File: src/rtl/pconv_feeder.sv
`default_nettype none
// ============================================================================
// pconv_feeder : frame/weight buffer and beat sequencer for the pointwise
//                convolution unit (one beat per (oc, pixel), idle cycle between)
// Revision     : 1.0
// ============================================================================
module pconv_feeder #(
    parameter int N              = 16,
    parameter int INPUT_CHANNEL  = 3,
    parameter int OUTPUT_CHANNEL = 4,
    parameter int INPUT_SIZE     = 8,
    localparam int P   = INPUT_SIZE * INPUT_SIZE,
    localparam int OCW = (OUTPUT_CHANNEL > 1) ? $clog2(OUTPUT_CHANNEL) : 1,
    localparam int PW  = (P > 1) ? $clog2(P) : 1,
    localparam int VW  = INPUT_CHANNEL * N
) (
    input  logic           clk,
    input  logic           rst_n,
    input  logic           pix_wr_en,
    input  logic [VW-1:0]  pix_wr_din,
    input  logic           wt_wr_en,
    input  logic [OCW-1:0] wt_wr_addr,
    input  logic [VW-1:0]  wt_wr_din,
    input  logic [31:0]    bias_wr_din,
    input  logic [4:0]     shift_wr_din,
    input  logic           start,
    input  logic           stall,
    output logic           ce,
    output logic           input_vld,
    output logic [VW-1:0]  input_din,
    output logic [VW-1:0]  weight_din,
    output logic [31:0]    bias_din,
    output logic [4:0]     shift_din,
    output logic [OCW-1:0] oc_idx,
    output logic [PW-1:0]  pix_idx,
    output logic           frame_rdy,
    output logic           busy,
    output logic           done
);

    localparam logic [PW-1:0]  PIX_LAST = PW'(P - 1);
    localparam logic [OCW-1:0] OC_LAST  = OCW'(OUTPUT_CHANNEL - 1);

    typedef enum logic [1:0] {
        S_IDLE = 2'd0,
        S_BEAT = 2'd1,
        S_GAP  = 2'd2,
        S_DONE = 2'd3
    } state_t;

    state_t         state_q, state_d;
    logic [PW-1:0]  wr_ptr_q, wr_ptr_d;
    logic           frame_rdy_q, frame_rdy_d;
    logic [OCW-1:0] oc_q, oc_d;
    logic [PW-1:0]  pix_q, pix_d;
    logic           last_q, last_d;

    logic           vld_q, ce_q, done_q;
    logic [VW-1:0]  din_q, wdin_q;
    logic [31:0]    bias_q;
    logic [4:0]     shift_q;
    logic [OCW-1:0] oc_idx_q;
    logic [PW-1:0]  pix_idx_q;

    logic [VW-1:0]  pix_mem   [P];
    logic [VW-1:0]  wt_mem    [OUTPUT_CHANNEL];
    logic [31:0]    bias_mem  [OUTPUT_CHANNEL];
    logic [4:0]     shift_mem [OUTPUT_CHANNEL];

    logic w_beat, w_pix_we, w_wt_we;

    assign w_beat   = (state_q == S_BEAT) && !stall;
    assign w_pix_we = pix_wr_en && (state_q == S_IDLE);
    assign w_wt_we  = wt_wr_en && (state_q == S_IDLE) && (int'(wt_wr_addr) < OUTPUT_CHANNEL);

    always_comb begin
        state_d     = state_q;
        wr_ptr_d    = wr_ptr_q;
        frame_rdy_d = frame_rdy_q;
        oc_d        = oc_q;
        pix_d       = pix_q;
        last_d      = last_q;
        case (state_q)
            S_IDLE: begin
                if (w_pix_we) begin
                    if (wr_ptr_q == PIX_LAST) begin
                        wr_ptr_d    = '0;
                        frame_rdy_d = 1'b1;
                    end else begin
                        wr_ptr_d = wr_ptr_q + PW'(1);
                    end
                end
                if (start && frame_rdy_q) begin
                    state_d = S_BEAT;
                    oc_d    = '0;
                    pix_d   = '0;
                    last_d  = 1'b0;
                end
            end
            S_BEAT: begin
                if (!stall) begin
                    state_d = S_GAP;
                    if (pix_q == PIX_LAST) begin
                        pix_d = '0;
                        if (oc_q == OC_LAST) last_d = 1'b1;
                        else                 oc_d   = oc_q + OCW'(1);
                    end else begin
                        pix_d = pix_q + PW'(1);
                    end
                end
            end
            S_GAP: begin
                if (!stall) state_d = last_q ? S_DONE : S_BEAT;
            end
            S_DONE: begin
                // A completed run consumes the frame; the next run needs a fresh load.
                state_d     = S_IDLE;
                frame_rdy_d = 1'b0;
                wr_ptr_d    = '0;
            end
            default: state_d = S_IDLE;
        endcase
    end

    always_ff @(posedge clk or negedge rst_n) begin
        if (!rst_n) begin
            state_q     <= S_IDLE;
            wr_ptr_q    <= '0;
            frame_rdy_q <= 1'b0;
            oc_q        <= '0;
            pix_q       <= '0;
            last_q      <= 1'b0;
            vld_q       <= 1'b0;
            ce_q        <= 1'b0;
            done_q      <= 1'b0;
            din_q       <= '0;
            wdin_q      <= '0;
            bias_q      <= '0;
            shift_q     <= '0;
            oc_idx_q    <= '0;
            pix_idx_q   <= '0;
        end else begin
            state_q     <= state_d;
            wr_ptr_q    <= wr_ptr_d;
            frame_rdy_q <= frame_rdy_d;
            oc_q        <= oc_d;
            pix_q       <= pix_d;
            last_q      <= last_d;
            vld_q       <= w_beat;
            ce_q        <= (state_d != S_IDLE) && !stall;
            done_q      <= (state_q == S_DONE);
            // Beat data is held between beats and cleared once the run ends.
            if (w_beat) begin
                din_q     <= pix_mem[pix_q];
                wdin_q    <= wt_mem[oc_q];
                bias_q    <= bias_mem[oc_q];
                shift_q   <= shift_mem[oc_q];
                oc_idx_q  <= oc_q;
                pix_idx_q <= pix_q;
            end else if (state_d == S_IDLE) begin
                din_q     <= '0;
                wdin_q    <= '0;
                bias_q    <= '0;
                shift_q   <= '0;
                oc_idx_q  <= '0;
                pix_idx_q <= '0;
            end
        end
    end

    always_ff @(posedge clk) begin
        if (w_pix_we) pix_mem[wr_ptr_q] <= pix_wr_din;
        if (w_wt_we) begin
            wt_mem[wt_wr_addr]    <= wt_wr_din;
            bias_mem[wt_wr_addr]  <= bias_wr_din;
            shift_mem[wt_wr_addr] <= shift_wr_din;
        end
    end

    assign ce         = ce_q;
    assign input_vld  = vld_q;
    assign input_din  = din_q;
    assign weight_din = wdin_q;
    assign bias_din   = bias_q;
    assign shift_din  = shift_q;
    assign oc_idx     = oc_idx_q;
    assign pix_idx    = pix_idx_q;
    assign frame_rdy  = frame_rdy_q;
    assign busy       = (state_q != S_IDLE);
    assign done       = done_q;

endmodule
`default_nettype wire

File: config.mk
export PLATFORM = sky130hd
export DESIGN_NAME = pconv_feeder
export DESIGN_NICKNAME = d
export VERILOG_FILES = /design/src/rtl/pconv_feeder.sv
export SDC_FILE = /design/constraint.sdc
export NUM_CORES = 2
export LEC_CHECK = 0
export CORE_MARGIN = 4
export CORE_UTILIZATION = 60
export DETAILED_ROUTE_END_ITERATION = 12
export MAX_ROUTING_LAYER = met4
export PLACE_DENSITY = 0.8
export RECOVER_POWER = 25
export SYNTH_ARGS = -nofsm -noshare
export SYNTH_HDL_FRONTEND = slang
export SYNTH_SLANG_ARGS = --single-unit
File: constraint.sdc
create_clock -name clk -period 9.5 [get_ports clk]
set_input_delay 0.95 -clock clk [delete_from_list [all_inputs] [get_ports clk]]
set_output_delay 0.95 -clock clk [all_outputs]
set_load 0.03 [all_outputs]
==> results.cfg <==
[run_status]
outcome = finished, violations left
violations = capacitance limit, slew limit

[synth]
syn_area_sq_um = 135000
synth_largest_area_cell = edfxtp_1
synth.top_cell.area_share_pct = 76.1
synth_warnings = 0
synth_nets = 6009
yosys-top-cells-area = edfxtp_1 (76%), mux4_2 (13%), dfrtp_1 (3.0%), mux2i_1 (1.6%), a22o_1 (0.79%)
synth_enable_flop_cells = 3412
synth_cell_types = 57
avgSynthCellArea_sq_um = 23.0
ys.flop_type = edfxtp_1
synth-seq-cells = 3574
yosysSeqAreaShare_pct = 79.1
async_reset_ff_share_pct = 4.53
synthCells = 5865

[clock_network]
cts_resized = 0
cts_sinks = 3574
cts_inserted_buffers = 355
root_buffer = clkbuf_16
cts_max_level = 5
worstSkewPairLatency_ps = 990
cts_tree = yes
clk_path_buf_depth = 4
post_cts_buffers = 0
holdBufCountCts = 0
clk_pin_slew_ps = 60

[timing]
hold_viol_final = 0
min_period_ps = 4600
rsz0062_at_grt = false
slew_viol_final = 2927
fin_worst_skew_ps = 102
tns_ps = 0
holdWs_ps = 101
max_freq_mhz = 217
worstMarginPinSlew_ps = 4050
min_period_over_period_pct = 48.4
setup_violations = 0
slew_headroom_pct = -170

[floorplan]
die_area_sq_um = 232000
die_w_microns = 482
coreArea_sq_um = 223000
placementRows = 173
boundaryPins = 287
die_y_microns = 482
start_util_pct = 60.5

[finish]
final_nets = 6499
syn2layout_area_growth_pct = 13.4
finish.utilization_pct = 68.6
layout_commonest_cell = edfxtp_1
layout-drive-gt1-share_pct = 24.3
fin_area_sq_um = 153000
final_cell_mix = edfxtp_1 (3,412), mux4_2 (798), clkbuf_16 (360)

[power]
pwr_density_cell_nw_per_um2 = 253
leakage_nw = 47.9
swShare_pct = 26.6
switchingPower_mw = 10.3
combinationalPowerShare_pct = 16.7
intPower_mw = 28.4
share_seq_of_total_power_pct = 47.4
peakVddDrop_mv = 0.176
pwr-share-clk_pct = 35.9

[run]
drv_cap = 46

[setup_path]
critical_path_class = reg2reg
regToRegEndpoint = pix_mem[38][45]
r2r_start = state_q[0]
path_delay_family = simple AND/OR/NAND/NOR gates
regToRegSetupSlack_ps = 4900
max_stage_delay_ps = 1180
slowest_stage = nor2_4
arrival_ps = 5180
r2r_cells = 5
path_buf_inv = 1
worstPathCellList = nor2_1 -> and2_1 -> nand3_1 -> nor2_4 -> buf_4
cp-end-kind = flop
cp_max_fo = 25
cp.required_ps = 10080
start_kind = flop

[routing]
drc = 0
vias = 69556
routedWlPerCell_microns = 38.3
routed_via_density = 7.22
antenna_left = 0
firstDrtPassIters = 8
routed_wl_mm = 369
dr.first_iter.drc_count = 12354

[grt]
grt_pass1_vias = 70169
track_usage_pct = 33.2
antenna_found_initial = 42
grt_overflow = 0
grt_pass1_wl_mm = 527
grt_max_degree = 123

[min_path]
min_path_type = in2async

[placed_design]
place.gp.congestion = 0.891
dpl.hpwl_mm = 191
dpl-instance-area_sq_um = 142000
portBuffers = 286
cells by family (layout without fill, tap and decap cells):
family,Yosys count,after routing,share of synthesized area [%]
DFF,3574,3574,79.1
muxes,1010,1010,14.9
AOI/OAI and AO/OA,666,666,3.75
buffers and inverters,350,1114,1.25
and+or+nand+nor,260,260,0.936
adders and majority gates,3,3,0.0279
xor gates and xnor gates,2,2,0.0130
other,0,33,0
registers in the layout (all words and copies together) (netlist names):
signal and count:
shift_din 5, frame_rdy 1, input_din 48, bias_mem 128
done 1, wt_mem 192, pix_mem 3072, oc_idx 2
ce 1, weight_din 48, pix_idx 6, oc_q 2
shift_mem 20, pix_q 6, wr_ptr_q 6, input_vld 1
last_q 1, bias_din 32, state_q 2
worst max-delay path by stage:
| stage | start | end | cells past startpoint | slack (ps) |
|---|---|---|---|---|
| floorplan | wt_wr_en | bias_mem[1][0] | 2 | 1610 |
| global placement | pix_wr_en | pix_mem[27][10] | 6 | 4720 |
| detailed placement | pix_wr_en | pix_mem[38][45] | 5 | 4610 |
| CTS | pix_q[0] | input_din[32] | 6 | 5010 |
| global route | state_q[0] | pix_mem[38][45] | 5 | 4800 |
| finish | state_q[0] | pix_mem[38][45] | 5 | 4900 |
per-layer routing:
metal	vias up	routed length (microns)	GRT usage [%]
li1	26139	-	-
met1	35980	122000	43.7
met2	6397	177000	49.5
met3	1040	53900	9.73
met4	0	17200	13.5
met5	-	0	-
worst register-to-register path, cell delays in order, from the launching register on:
cell,delay [ps]
dfrtp_1,480
nor2_1,740
and2_1,460
nand3_1,760
nor2_4,1180
buf_4,610
layout make-up:
class                   instances  area, sq um
diodes                         33         82.6
clock buffers                 463         9570
clock inverters               168         1760
fillers                     12536        70000
inverters                       5         21.3
multi-input cells            1941        27000
flip-flops and latches       3574       107000
well taps                    2975         3720
repair buffers                478         4020
metrics by stage:
step	power, mW	worst slack, ps	cells
after floorplan	22.4	1610	5865
after global placement	24.7	4720	8972
after detailed placement	24.9	4610	8972
after CTS	38.7	5010	9603
after global routing	39.8	4800	9632
final	38.7	4900	9637
synthesized netlist by cell type (all sizes together) (31+ instances only):
master / n
and3: 37
edfxtp: 3412
a211oi: 31
a22o: 122
nand2: 57
a22oi: 79
mux2i: 211
o221ai: 71
a221oi: 42
o21ai: 81
clkbuf: 167
mux4: 798
a211o: 39
buf: 178
a21oi: 94
dfrtp: 162
nor2: 90
power by group through the flow:
stage          clock [mW]  sequential [mW]  combinational [mW]
3_3_place_gp            0             18.6                6.18
4_1_cts              14.0             18.3                6.42
6_report             13.9             18.3                6.48
5_1_grt              14.7             18.4                6.73
3_5_place_dp            0             18.6                6.28
2_1_floorplan           0             18.6                3.75
(Power assumes the default switching activity.)
